--- src/rtl/jtframe_irq_ctrl.sv ---
// jtframe_irq_ctrl: edge-latched interrupt sequencer driving 68000 IPL pins.
// Optional timeout on unacknowledged requests: define JTFRAME_IRQ_TMO_EN.
module jtframe_irq_ctrl #(
    parameter int W       = 7,
    parameter int HOLDOFF = 2,
    parameter int TMO     = 1023
) (
    input  logic         clk,
    input  logic         rst_n,
    input  logic         cen,
    input  logic [W-1:0] sigedge,
    input  logic [W-1:0] mask,
    input  logic [W-1:0] clr,
    input  logic         iack,
    input  logic [2:0]   iack_lvl,
    output logic [2:0]   ipl_n,
    output logic [W-1:0] pending,
    output logic         busy,
    output logic         tmo_flag
);

    typedef enum logic [1:0] {
        IDLE,
        REQ,
        HOLD
    } state_t;

    state_t       st, st_nx;
    logic [W-1:0] last, rise, qual, drop, sw_clr;
    logic [2:0]   cand, cur_lvl, lvl_nx, ipl_nx;
    logic [3:0]   hcnt, hcnt_nx;
    logic         ack, hit;

    assign rise   = sigedge & ~last;
    assign qual   = pending & ~mask;
    assign sw_clr = cen ? clr : '0;
    assign ack    = cen && (st == REQ) && iack && (iack_lvl == cur_lvl);
    assign busy   = (st == REQ) || (st == HOLD);

`ifdef JTFRAME_IRQ_TMO_EN
    logic [15:0] tcnt;

    assign hit = cen && (st == REQ) && !ack && (tcnt == 16'(TMO - 1));

    // Count cens spent waiting in REQ; flag sticks once a request times out
    always_ff @(posedge clk or negedge rst_n) begin
        if (!rst_n) begin
            tcnt     <= '0;
            tmo_flag <= 1'b0;
        end else if (cen) begin
            tcnt <= (st == REQ) ? tcnt + 16'd1 : 16'd0;
            if (hit) tmo_flag <= 1'b1;
        end
    end
`else
    // No timeout: TMO is at least 1, so both terms stay low
    assign hit      = 1'b0;
    assign tmo_flag = (TMO < 1);
`endif

    // Highest qualifying source wins; level is index+1, 0 when none
    always_comb begin
        cand = 3'd0;
        for (int i = 0; i < W; i++) begin
            if (qual[i]) cand = 3'(i + 1);
        end
    end

    // One-hot clear of the level being retired by iack or timeout
    always_comb begin
        drop = '0;
        for (int i = 0; i < W; i++) begin
            if ((ack || hit) && (cur_lvl == 3'(i + 1))) drop[i] = 1'b1;
        end
    end

    // Edge capture every clk; clears override a same-cycle edge
    always_ff @(posedge clk or negedge rst_n) begin
        if (!rst_n) begin
            last    <= '1;
            pending <= '0;
        end else begin
            last    <= sigedge;
            pending <= (pending | rise) & ~drop & ~sw_clr;
        end
    end

    // Next-state and registered IPL value, advancing only on cen
    always_comb begin
        st_nx   = st;
        lvl_nx  = cur_lvl;
        hcnt_nx = hcnt;
        ipl_nx  = ipl_n;
        if (cen) begin
            unique case (st)
                IDLE: begin
                    ipl_nx = 3'b111;
                    if (cand != 3'd0) begin
                        lvl_nx = cand;
                        ipl_nx = ~cand;
                        st_nx  = REQ;
                    end
                end
                REQ: begin
                    if (ack || hit) begin
                        ipl_nx  = 3'b111;
                        hcnt_nx = 4'(HOLDOFF - 1);
                        st_nx   = HOLD;
                    end else if (cand == 3'd0) begin
                        ipl_nx = 3'b111;
                        st_nx  = IDLE;
                    end else if (cand > cur_lvl) begin
                        lvl_nx = cand;
                        ipl_nx = ~cand;
                    end
                end
                HOLD: begin
                    ipl_nx = 3'b111;
                    if (hcnt == 4'd0) st_nx = IDLE;
                    else hcnt_nx = hcnt - 4'd1;
                end
                default: begin
                    ipl_nx = 3'b111;
                    st_nx  = IDLE;
                end
            endcase
        end
    end

    // State, current level, holdoff counter and IPL registers
    always_ff @(posedge clk or negedge rst_n) begin
        if (!rst_n) begin
            st      <= IDLE;
            cur_lvl <= 3'd0;
            hcnt    <= 4'd0;
            ipl_n   <= 3'b111;
        end else begin
            st      <= st_nx;
            cur_lvl <= lvl_nx;
            hcnt    <= hcnt_nx;
            ipl_n   <= ipl_nx;
        end
    end

endmodule

--- config.mk ---
export PLATFORM = sky130hd
export DESIGN_NAME = jtframe_irq_ctrl
export DESIGN_NICKNAME = d
export VERILOG_FILES = /design/src/rtl/jtframe_irq_ctrl.sv
export SDC_FILE = /design/constraint.sdc
export NUM_CORES = 1
export LEC_CHECK = 0
export ABC_CLOCK_PERIOD_IN_PS = 2200
export CAP_MARGIN = 20
export CORE_MARGIN = 4
export CORE_UTILIZATION = 40
export DETAILED_ROUTE_END_ITERATION = 8
export DONT_BUFFER_PORTS = 1
export HOLD_SLACK_MARGIN = 0.03
export PLACE_DENSITY = 0.51
export SLEW_MARGIN = 20
export SYNTH_ARGS = -nofsm -noshare
export SYNTH_HDL_FRONTEND = slang
export SYNTH_SLANG_ARGS = --single-unit
--- constraint.sdc ---
create_clock -name clk -period 2.2 [get_ports clk]
set_input_delay 0.33 -clock clk [delete_from_list [all_inputs] [get_ports clk]]
set_output_delay 0.33 -clock clk [all_outputs]
set_load 0.005 [all_outputs]
---- Word level (Yosys, flattened, before mapping) ----
Cells that the tools add are included.
word-level totals
  register bits ........................... 26
  input bits .............................. 28
operators by class
  $add $sub $neg .......................... 1
  order comparisons ....................... 1
  equality and inequality tests ........... 19
  multiplexer cells ....................... 33
  bitwise logic cells ..................... 10
  reduce and logical (&&, ||, !) cells .... 21
operators with widths
  cell                 count
  $mux 3               12
  $and 7x7->7          4
  $not 7->7            4
  $eq 3x3->1 const B   4
  $mux 2               6
  $pmux 3 s2           2
  $logic_and 1x1->1    10
  $ne 2x2->1 const B   5
  $mux 1               8
  $mux 4               2
  $pmux 4 s2           1
  $reduce_and 4->1     2
  $mux 7               1
  $or 7x7->7           1
  $eq 3x2->1 const B   2
  $pmux 2 s3           1
  $reduce_and 6->1     1
  $logic_not 4->1      1
  $ne 2x1->1 const B   2
  $ne 4x2->1 const B   1
  $reduce_bool 2->1    2
  $sub 4x1->4 const B  1
  $eq 3x1->1 const B   1
  $eq 3x3->1           1
  10 further kinds     10

---- Depth between registers and ports, before layout ----
Gate-level depths: netlist of the first run.
  word-level depth ........................ 14
  depth in mapped cells ................... 11
  mapped depth without buffers ............ 11

---- Least setup slack after synthesis of the first run ----
No wires, ideal clock.
  path type ............................... register to register
  start ................................... reg pending[1]
  end ..................................... reg ipl_n[0]
  arrival ................................. 1946 ps
  data required time ...................... 2125 ps
  path slack .............................. 179 ps
  stages on the path, launching flop included .. 10
  buffers on the path ..................... 0
  path through ............................ dfrtp_1 -> and2b_2 -> o211ai_1 -> nand3_1 -> ha_1 -> a211oi_1 -> o31ai_1 -> o211ai_1 -> inv_1 -> a2bb2oi_1
RTL lines
  item                                                                RTL line  text
  start: declaration                                                  17        output logic [W-1:0] pending,
  start signal: assignment                                            84        pending <= (pending | rise) & ~drop & ~sw_clr;
  $and 7x7->7 *                                                       35        assign qual = pending & ~mask;
  $mux 2 * (2 in a row)                                               65        if (qual[i]) cand = 3'(i + 1);
  $mux 3 * (4 in a row)                                               65
  via cand[1]                                                         30        logic [2:0] cand, cur_lvl, lvl_nx, ipl_nx;
  parallel branches: the longest is 4 deep, another holds $gt 3x3->1  n/a
  end signal: assignment                                              141       ipl_n <= ipl_nx;
  end: declaration                                                    16        output logic [2:0] ipl_n,
Mark *: on every way through the listed nets, which the timed path passes. The select of a mux whose other input is x is not followed.
A chain may end at the register's enable or synchronous reset.

---- Worst setup path in the final report of the first run ----
  start ................................... reg pending[2]
  end ..................................... reg cur_lvl[1]
between the ends
  longest elaborated chain between the ends .. 10
ends and longest elaborated chain
  item                                                                RTL line  text
  $and 7x7->7 *                                                       35
  $mux 2 *                                                            65
  $mux 3 * (4 in a row)                                               65
  parallel branches: the longest is 4 deep, another holds $gt 3x3->1  n/a
  end signal: assignment                                              139       cur_lvl <= lvl_nx;
  end: declaration                                                    30
Mark *: on every way between the ends. The select of a mux whose other input is x is not followed.

==> results of run 1 <==
-- cells by family (layout without fill, tap and decap cells) --
| logic type | after synthesis | in the layout |
|---|---|---|
| adder cells (fa/ha/maj) | 8 | 8 |
| XOR/XNOR | 5 | 5 |
| other | 1 | 1 |
| flip-flops | 26 | 26 |
| AO/OA/AOI/OAI | 36 | 36 |
| buffers and inverters | 21 | 43 |
| AND/OR/NAND/NOR | 38 | 38 |
| multiplexers | 2 | 2 |
-- layer usage --
layer | part of all wire, % | vias up | track usage, % | wire (um)
met5 | 0 | - | 0 | 0
met4 | 1.3 | 0 | 6.58 | 45
met3 | 8.0 | 5 | 3.00 | 281
met2 | 48 | 41 | 25.3 | 1690
met1 | 43 | 547 | 20.5 | 1500
li1 | - | 521 | - | -
-- worst paths after layout --
kind                                 startpoint                     end  slack (ps)  cells past startpoint
setup / recovery           pending[2]$_DFF_PN0_  cur_lvl[1]$_DFFE_PN0P_         -10                     11
hold / removal                              cen    pending[5]$_DFF_PN0_          80                      1
setup reg to reg           pending[2]$_DFF_PN0_  cur_lvl[1]$_DFFE_PN0P_         -10                     11
hold reg to reg            ipl_n[0]$_DFFE_PN1P_    ipl_n[0]$_DFFE_PN1P_         540                      1
max in group asynchronous                 rst_n       last[0]$_DFF_PN1_        1560                      2
min in group asynchronous                 rst_n    pending[5]$_DFF_PN0_         410                      2
-- registers in the layout, indices dropped and copies added (netlist names) --
name,flops
last,7
pending,7
hcnt,4
cur_lvl,3
ipl_n,3
st,2
-- per-stage QoR --
stage / setup WS [ps] / util, % / hold slack [ps] / cell area, um2 / instances
final: -11.3 / 52.8 / 81.3 / 1790 / 205
after global routing: -134 / 52.8 / 72.3 / 1790 / 205
after CTS: 3.94 / 48.7 / 74.4 / 1650 / 201
after detailed placement: 14.7 / 44.1 / 35.5 / 1500 / 185
after global placement: 32.1 / 44.1 / 35.1 / 1500 / 185
after floorplan: 179 / - / 34.4 / 1420 / 137
-- placed cells by master (no fill, tap or decap), types with 2 or more instances in the layout --
cell           count
inv_1             16
dfrtp_1           16
buf_4             12
nor2_1            11
dfstp_2           10
a21oi_1            8
dlygate4sd3_1      8
a221oi_1           7
xor2_1             5
nand2_1            5
nand2b_1           5
ha_1               5
o21ai_2            3
ha_4               3
clkbuf_4           3
and2b_1            2
o211ai_1           2
nand3_1            2
nor3_2             2
o21a_1             2
a2bb2oi_2          2
-- power by group through the flow --
stage,combinational [uW],clock (uW),sequential (uW)
2_1_floorplan,504,0,707
3_3_place_gp,632,0,722
3_5_place_dp,642,0,725
4_1_cts,704,220,715
5_1_grt,1030,235,738
6_report,940,213,719
-- worst register-to-register path: cells and delay by family, from the launching register on --
| kind | cells | cell delay [ps] |
|---|---|---|
| flip-flops | 1 | 410 |
| adder cells (fa/ha/maj) | 1 | 260 |
| AO/OA/AOI/OAI | 6 | 850 |
| buffers and inverters | 1 | 140 |
| AND/OR/NAND/NOR | 3 | 460 |
-- cell type report --
class,instances,area [um2]
well taps,46,57.6
clock buffers,4,26.3
multi-input cells,90,783
inverters,18,68.8
fillers,295,1600
repair buffers,21,190
flip-flops and latches,26,663
-- timing repair --
action / in CTS / in global routing
endpoints found under the hold margin: 33 / 0
hold buffers: 9 / 0
buffers inserted: 3 / 4
resized for setup: 1 / 19
pin swaps: 2 / 14
setup endpoints to repair: 4 / 11
==> results_dict.tcl, run 1 <==
set metrics [dict create \
    synth_most_common_cell "inv_1" \
    yosys-mux-area-fraction_pct 1.76 \
    ys_types 43 \
    final-hold-violation-count 0 \
    syn_to_final_growth_pct 25.9 \
    core_area_um2 3390 \
    synth-async-reset-ratio_pct 100 \
    hp-class "in2reg" \
    synth_xor_area_share_pct 3.08 \
    gr-total-overflow 0 \
    grt_pass1_wl_mm 5.29 \
    fmax_mhz 452 \
    combPwrFrac_pct 50.2 \
    antenna_found_initial 0 \
    ys_seq_elements 26 \
    clk_latency_ps 330 \
    viasPerCell 5.43 \
    ys_seq_area_share_pct 46.7 \
    synth_compound_area_share_pct 20.2 \
    setup_tns_ps -11.3 \
    cts-root-buf "clkbuf_4" \
    syn_inst 137 \
    avgSynthCellArea_um2 10.4 \
    p_sw_share_pct 38.8 \
    final_nets 196 \
    synth_flop_cell "dfrtp_1" \
    synth_top_family_by_area "compound AO/OA/AOI/OAI gates" \
    cpMostUsedCell "o21ai_2" \
    cp.required_ps 2420 \
    p_clk_share_pct 11.4 \
    ir_drop_mv 0.569 \
    leakagePower_uw 0.000788 \
    die_w_um 67.6 \
    pin_count 40 \
    avgRoutedWirePerCell_um 17.2 \
    intPower_uw 1150 \
    fin_crit_ps 2210 \
    rsz0062_at_grt "yes" \
    dr.pass1.iters 4 \
    cts_htree_levels 1 \
    violations "negative setup slack" \
    die_area_um2 4570 \
    synthTopCellsByArea "dfrtp_1 28%, dfstp_2 18%, ha_1 7.0%, inv_1 4.5%, a221oi_1 4.3%" \
    power_density_nw_per_um2 1050 \
    yosys.area.top_type "dfrtp_1" \
    finalClockSkew_ps 6.86 \
    startpoint_type "flip-flop" \
    synthSimpleGateAreaFrac_pct 14.8 \
    power_frac_seq_pct 38.4 \
    drc 0 \
    outcome "finished, violations left" \
    grt_usage_pct 15.7 \
    yosys_warnings 0 \
    crit_chain "nor2b_4 -> a311oi_2 -> o21ai_2 -> clkinv_2 -> ha_4 -> nand3_2 -> o21ai_2 -> o31ai_2 -> o211ai_1 -> nor2_1 -> a21oi_1" \
    finalWirelength_mm 3.52 \
    cts.sinks 26 \
    end_kind "flip-flop" \
    worstPathArrival_ps 2430 \
    clk_path_buf_depth 2 \
    setup_slack_ps -11.3 \
    critPathMaxStageDelay_ps 410 \
    layout-drive-gt1-share_pct 32.1 \
    cpMaxStageDelayCell "dfrtp_1" \
    dp_hpwl_mm 2.41 \
    netlist_area_um2 1420 \
    critical_path_class "reg2reg" \
    synth_top_area_share_pct 28.2 \
    grt_max_degree 27 \
    synth_edf_count 0 \
    synth_nets 173 \
    crit_family "compound AO/OA/AOI/OAI gates" \
    ant_nets 0 \
    globalplace.congestion 0.924 \
    drt_iter0_drc 57 \
    finalPower_uw 1870 \
    start_util_pct 41.9 \
    numCtsBuffers 3 \
    vias 1114 \
    clk_pin_slew_worst_paths_ps 140 \
    cts_tree "done" \
    synthAdderAreaFrac_pct 7.04 \
    crit_buf_inv 1 \
    drv_cap 0 \
    final_max_slew_viol_count 0 \
    io_buffer_count 0 \
    synthTopCellsByCount "17 x inv_1, 16 x dfrtp_1, 11 x nor2_1, 10 x dfstp_2" \
    period_share_pct 101 \
    crit_fanout 5 \
    p_switching_uw 726 \
    die_height_um 67.6 \
    num_rows 21 \
    num_antenna_cells 0 \
    finalSetupViolations 1 \
    grt_pass1_vias 1126 \
]
(Power assumes the default switching activity.)
==> run 2, diff against run 1 <==
--- a/config.mk
+++ b/config.mk
@@ -7,7 +7,7 @@
 export LEC_CHECK = 0
 export ABC_CLOCK_PERIOD_IN_PS = 2200
 export CAP_MARGIN = 20
-export CORE_MARGIN = 4
+export CORE_MARGIN = 5
 export CORE_UTILIZATION = 40
 export DETAILED_ROUTE_END_ITERATION = 8
 export DONT_BUFFER_PORTS = 1
==> results_dict.tcl, run 2 (synthesized netlist as in run 1, its figures left out) <==
set metrics [dict create \
    outcome "finished, final reports clean" \
    cpMaxStageDelayCell "dfrtp_1" \
    regArea_um2 663 \
    final_max_slew_viol_count 0 \
    numCtsBuffers 3 \
    final-hold-violation-count 0 \
    end_kind "flip-flop" \
    dr.pass1.iters 4 \
    dp_hpwl_mm 2.49 \
    fmax_mhz 468 \
    finalClockSkew_ps 16.2 \
    die_w_um 69.6 \
    vias 1072 \
    gr-total-overflow 0 \
    wl_met1_mm 1.60 \
    power_density_nw_per_um2 1050 \
    final_cell_mix "16 x inv_1, 16 x dfrtp_1, 12 x buf_4" \
    syn_to_final_growth_pct 25.0 \
    drv_cap 0 \
    layout-drive-gt1-share_pct 31.4 \
    pin_count 40 \
    fin_crit_ps 2140 \
    grt_pass1_wl_mm 5.33 \
    cts.sinks 26 \
    critPathMaxStageDelay_ps 410 \
    drt_iter0_drc 38 \
    multi_input_area_um2 761 \
    cp.required_ps 2410 \
    die_area_um2 4850 \
    hold-worst-slack_ps 84.6 \
    cts-root-buf "clkbuf_4" \
    clk_path_buf_depth 2 \
    antenna_found_initial 0 \
    grt_max_degree 27 \
    start_util_pct 41.9 \
    die_height_um 69.6 \
    startpoint_type "flip-flop" \
    rsz0062_at_grt "yes" \
    cts_htree_levels 1 \
    hp-class "in2reg" \
    critical_path_class "reg2reg" \
    maxUsedRoutingLayer "met4" \
    drc 0 \
    period_share_pct 97.1 \
    nFillCells 303 \
    worstPathArrival_ps 2350 \
    clk_pin_slew_worst_paths_ps 150 \
    core_area_um2 3390 \
    setup_tns_ps 0 \
    num_antenna_cells 0 \
    met3_length_um 247 \
    biggestRegsByFlops "last (7), pending (7), hcnt (4)" \
    io_buffer_count 0 \
    final_nets 196 \
    grt_pass1_vias 1088 \
    finalSetupViolations 0 \
    crit_fanout 5 \
    crit_buf_inv 1 \
    clk_latency_ps 320 \
    cts_tree "done" \
    globalplace.congestion 0.914 \
    num_rows 21 \
    crit_chain "and2b_2 -> o211ai_1 -> nand3_2 -> ha_4 -> nand3_2 -> o21ai_2 -> o31ai_1 -> o211ai_1 -> inv_2 -> o21ai_2" \
    crit_family "compound AO/OA/AOI/OAI gates" \
    finalWirelength_mm 3.42 \
    viasPerCell 5.23 \
    avgRoutedWirePerCell_um 16.7 \
    route.met2.wl_mm 1.56 \
    ir_drop_mv 0.519 \
    leakagePower_uw 0.000794 \
    grt_usage_pct 13.6 \
    ant_nets 0 \
]
[run 2: area by class of cell]
| class | instances | share of cell area (%) |
|---|---|---|
| Sequential cell | 26 | 37.3 |
| Tap cell | 46 | 3.24 |
| Clock buffer | 4 | 2.04 |
| Inverter | 18 | 3.87 |
| Multi-Input combinational cell | 90 | 42.8 |
| Timing Repair Buffer | 21 | 10.7 |
[run 2: power breakdown]
part | leakage (uW) | total, uW | internal, uW | switching, uW
logic | 0.000472 | 902 | 442 | 459
registers | 0.000301 | 715 | 616 | 99.0
clock network | 0.0000210 | 245 | 101 | 144
total | 0.000794 | 1860 | 1160 | 702
[run 2: what timing repair did]
item / CTS / global route
resized for setup: 1 / 16
pin swaps: 0 / 9
hold endpoints to repair: 33 / 0
hold buffers: 9 / 0
buffers inserted: 0 / 4
setup endpoints to repair: 3 / 10
[run 2: worst register-to-register path, stage by stage (launching register included)]
cell	delay (ps)
dfrtp_1	410
and2b_2	210
o211ai_1	180
nand3_2	140
ha_4	260
nand3_2	80
o21ai_2	60
o31ai_1	230
o211ai_1	240
inv_2	160
o21ai_2	60
[run 2: final timing paths]
check                                     start                     end  slack, ps  cells after the start
setup / recovery           pending[1]$_DFF_PN0_  cur_lvl[2]$_DFFE_PN0P_         60                     10
hold / removal                              cen    pending[6]$_DFF_PN0_         80                      1
setup reg to reg           pending[1]$_DFF_PN0_  cur_lvl[2]$_DFFE_PN0P_         60                     10
hold reg to reg            ipl_n[0]$_DFFE_PN1P_    ipl_n[0]$_DFFE_PN1P_        550                      1
max in group asynchronous                 rst_n       last[1]$_DFF_PN1_       1540                      2
min in group asynchronous                 rst_n     hcnt[2]$_DFFE_PN0P_        410                      2
[run 2: stage by stage]
step / total power, uW / instance area (um2) / setup WS (ps) / std cells / utilization, %
6_report: 1860 / 1780 / 64.8 / 205 / 52.4
2_1_floorplan: 1210 / 1420 / 179 / 137 / -
4_1_cts: 1670 / 1660 / 0.455 / 201 / 49.0
3_5_place_dp: 1380 / 1520 / 12.9 / 188 / 44.8
5_1_grt: 2000 / 1780 / -87.7 / 205 / 52.4
3_3_place_gp: 1360 / 1520 / 71.1 / 188 / 44.8
[run 2: per-layer routing]
| metal | track usage [%] | vias up |
|---|---|---|
| li1 | - | 524 |
| met5 | 0 | - |
| met4 | 3.40 | 0 |
| met2 | 20.2 | 32 |
| met1 | 19.0 | 514 |
| met3 | 4.35 | 2 |
==> run 3, diff against run 2 <==
--- a/config.mk
+++ b/config.mk
@@ -7,10 +7,12 @@
 export LEC_CHECK = 0
 export ABC_CLOCK_PERIOD_IN_PS = 2200
 export CAP_MARGIN = 20
+export CORE_ASPECT_RATIO = 1.75
 export CORE_MARGIN = 5
 export CORE_UTILIZATION = 40
 export DETAILED_ROUTE_END_ITERATION = 8
 export DONT_BUFFER_PORTS = 1
+export GPL_TIMING_DRIVEN = 0
 export HOLD_SLACK_MARGIN = 0.03
 export PLACE_DENSITY = 0.51
 export SLEW_MARGIN = 20
==> results_dict.tcl, run 3 (synthesized netlist as in run 1, its figures left out) <==
set metrics [dict create \
    setup_tns_ps 0 \
    finalSetupViolations 0 \
    viasPerCell 5.36 \
    cts-root-buf "clkbuf_8" \
    hold_path_end "pending[4]$_DFF_PN0_" \
    syn_to_final_growth_pct 24.2 \
    dp_hpwl_mm 2.60 \
    clk_path_buf_depth 2 \
    dr.pass1.iters 4 \
    num_rows 28 \
    crit_fanout 5 \
    core_area_um2 3400 \
    final_max_slew_viol_count 0 \
    vias 1089 \
    die_height_um 88.9 \
    power_density_nw_per_um2 1090 \
    die_w_um 55.1 \
    grt_pass1_wl_mm 5.16 \
    leakagePower_uw 0.000799 \
    cts.sinks 26 \
    drt_iter0_drc 22 \
    avgRoutedWirePerCell_um 17.1 \
    gr-total-overflow 0 \
    cts_htree_levels 1 \
    rsz0062_at_grt "yes" \
    hp-class "in2reg" \
    finalWirelength_mm 3.48 \
    num_antenna_cells 0 \
    critPathLaunch "pending[2]$_DFF_PN0_" \
    fin_crit_ps 2190 \
    critical_path_class "reg2reg" \
    rrSetupSlack_ps 9 \
    cpMaxStageDelayCell "dfrtp_1" \
    period_share_pct 99.6 \
    cpMostUsedCell "o21ai_2" \
    die_area_um2 4890 \
    ant_nets 0 \
    startpoint_type "flip-flop" \
    antenna_found_initial 0 \
    post-route-util_pct 52.0 \
    crit_chain "nor2b_4 -> a311oi_2 -> o21ai_2 -> clkinv_2 -> ha_4 -> nand3_2 -> o21ai_2 -> o31ai_1 -> o211ai_1 -> nor2_1 -> a21oi_1" \
    fmax_mhz 456 \
    pin_count 40 \
    clk_latency_ps 270 \
    critPathMaxStageDelay_ps 400 \
    worst_r2r_endpoint "cur_lvl[1]$_DFFE_PN0P_" \
    globalplace.congestion 0.797 \
    final_nets 195 \
    hold_depth 1 \
    worstPathArrival_ps 2340 \
    ir_drop_mv 0.635 \
    r2r.worst_path.cells 11 \
    grt_usage_pct 15.0 \
    outcome "finished, final reports clean" \
    cts_tree "done" \
    grt_pass1_vias 1117 \
    clk_pin_slew_worst_paths_ps 90 \
    final-hold-violation-count 0 \
    drc 0 \
    finalPower_uw 1920 \
    grt_max_degree 27 \
    io_buffer_count 0 \
    layout-drive-gt1-share_pct 27.8 \
    start_util_pct 41.8 \
    final_cell_mix "16 x inv_1, 16 x dfrtp_1, 11 x nor2_1" \
    timing.rr.start "pending[2]$_DFF_PN0_" \
    drv_cap 0 \
    numCtsBuffers 3 \
    end_kind "flip-flop" \
    cp.required_ps 2350 \
    biggestRegsByFlops "last (7), pending (7), hcnt (4)" \
    min_from "clr[4]" \
    finalClockSkew_ps 3.90 \
]
## run 3: power by group
part           switching [uW]  leakage (uW)  internal, uW
Sequential                128      0.000301           617
Combinational             398      0.000463           377
Clock                     157     0.0000357           244
## run 3: metrics by stage
stage | std cells | worst slack, ps | hold slack [ps] | area (um2)
after global routing | 203 | -174 | 139 | 1770
after global placement | 182 | -122 | 35.2 | 1480
after CTS | 193 | 8.61 | 36.5 | 1660
after detailed placement | 182 | -171 | 35.3 | 1480
final | 203 | 8.54 | 146 | 1770
after floorplan | 137 | 179 | 34.4 | 1420
## run 3: layout make-up
class | count | area [um2]
Buffer | 3 | 20.0
Fill cell | 317 | 1630
Clock buffer | 3 | 41.3
Tap cell | 45 | 56.3
Sequential cell | 26 | 663
Multi-Input combinational cell | 90 | 726
Timing Repair Buffer | 17 | 160
Inverter | 18 | 68.8
Clock inverter | 1 | 30.0
## run 3: worst max-delay path, delay by kind of cell, from the launching register on
family	cells	cell delay, ps
buffers and inverters	1	110
adder cells (fa/ha/maj)	1	250
AO/OA/AOI/OAI	6	860
AND/OR/NAND/NOR	3	450
flip-flops	1	400
## run 3: worst max-delay path by stage
stage | cells past startpoint | slack (ps) | endpoint
after global placement | 9 | -120 | ipl_n[1]$_DFFE_PN1P_
after CTS | 9 | 9 | ipl_n[0]$_DFFE_PN1P_
after floorplan | 9 | 180 | ipl_n[0]$_DFFE_PN1P_
after detailed placement | 9 | -170 | ipl_n[1]$_DFFE_PN1P_
final | 11 | 9 | cur_lvl[1]$_DFFE_PN0P_
after global routing | 11 | -170 | cur_lvl[0]$_DFFE_PN0P_
## run 3: what timing repair did
action / in CTS / in global routing
cloned: 0 / 0
pin swaps: 5 / 8
hold buffers: 2 / 7
setup buffers: 5 / 5
endpoints found under the setup margin: 6 / 6
hold endpoints to repair: 26 / 7
resized for setup: 7 / 4
## run 3: routing by layer
| layer | part of all wire (%) | vias up | global-route usage (%) |
|---|---|---|---|
| li1 | - | 519 | - |
| met2 | 57 | 31 | 28.7 |
| met1 | 36 | 529 | 14.7 |
| met3 | 4.7 | 10 | 2.02 |
| met4 | 2.8 | 0 | 7.52 |
| met5 | 0 | - | 0 |
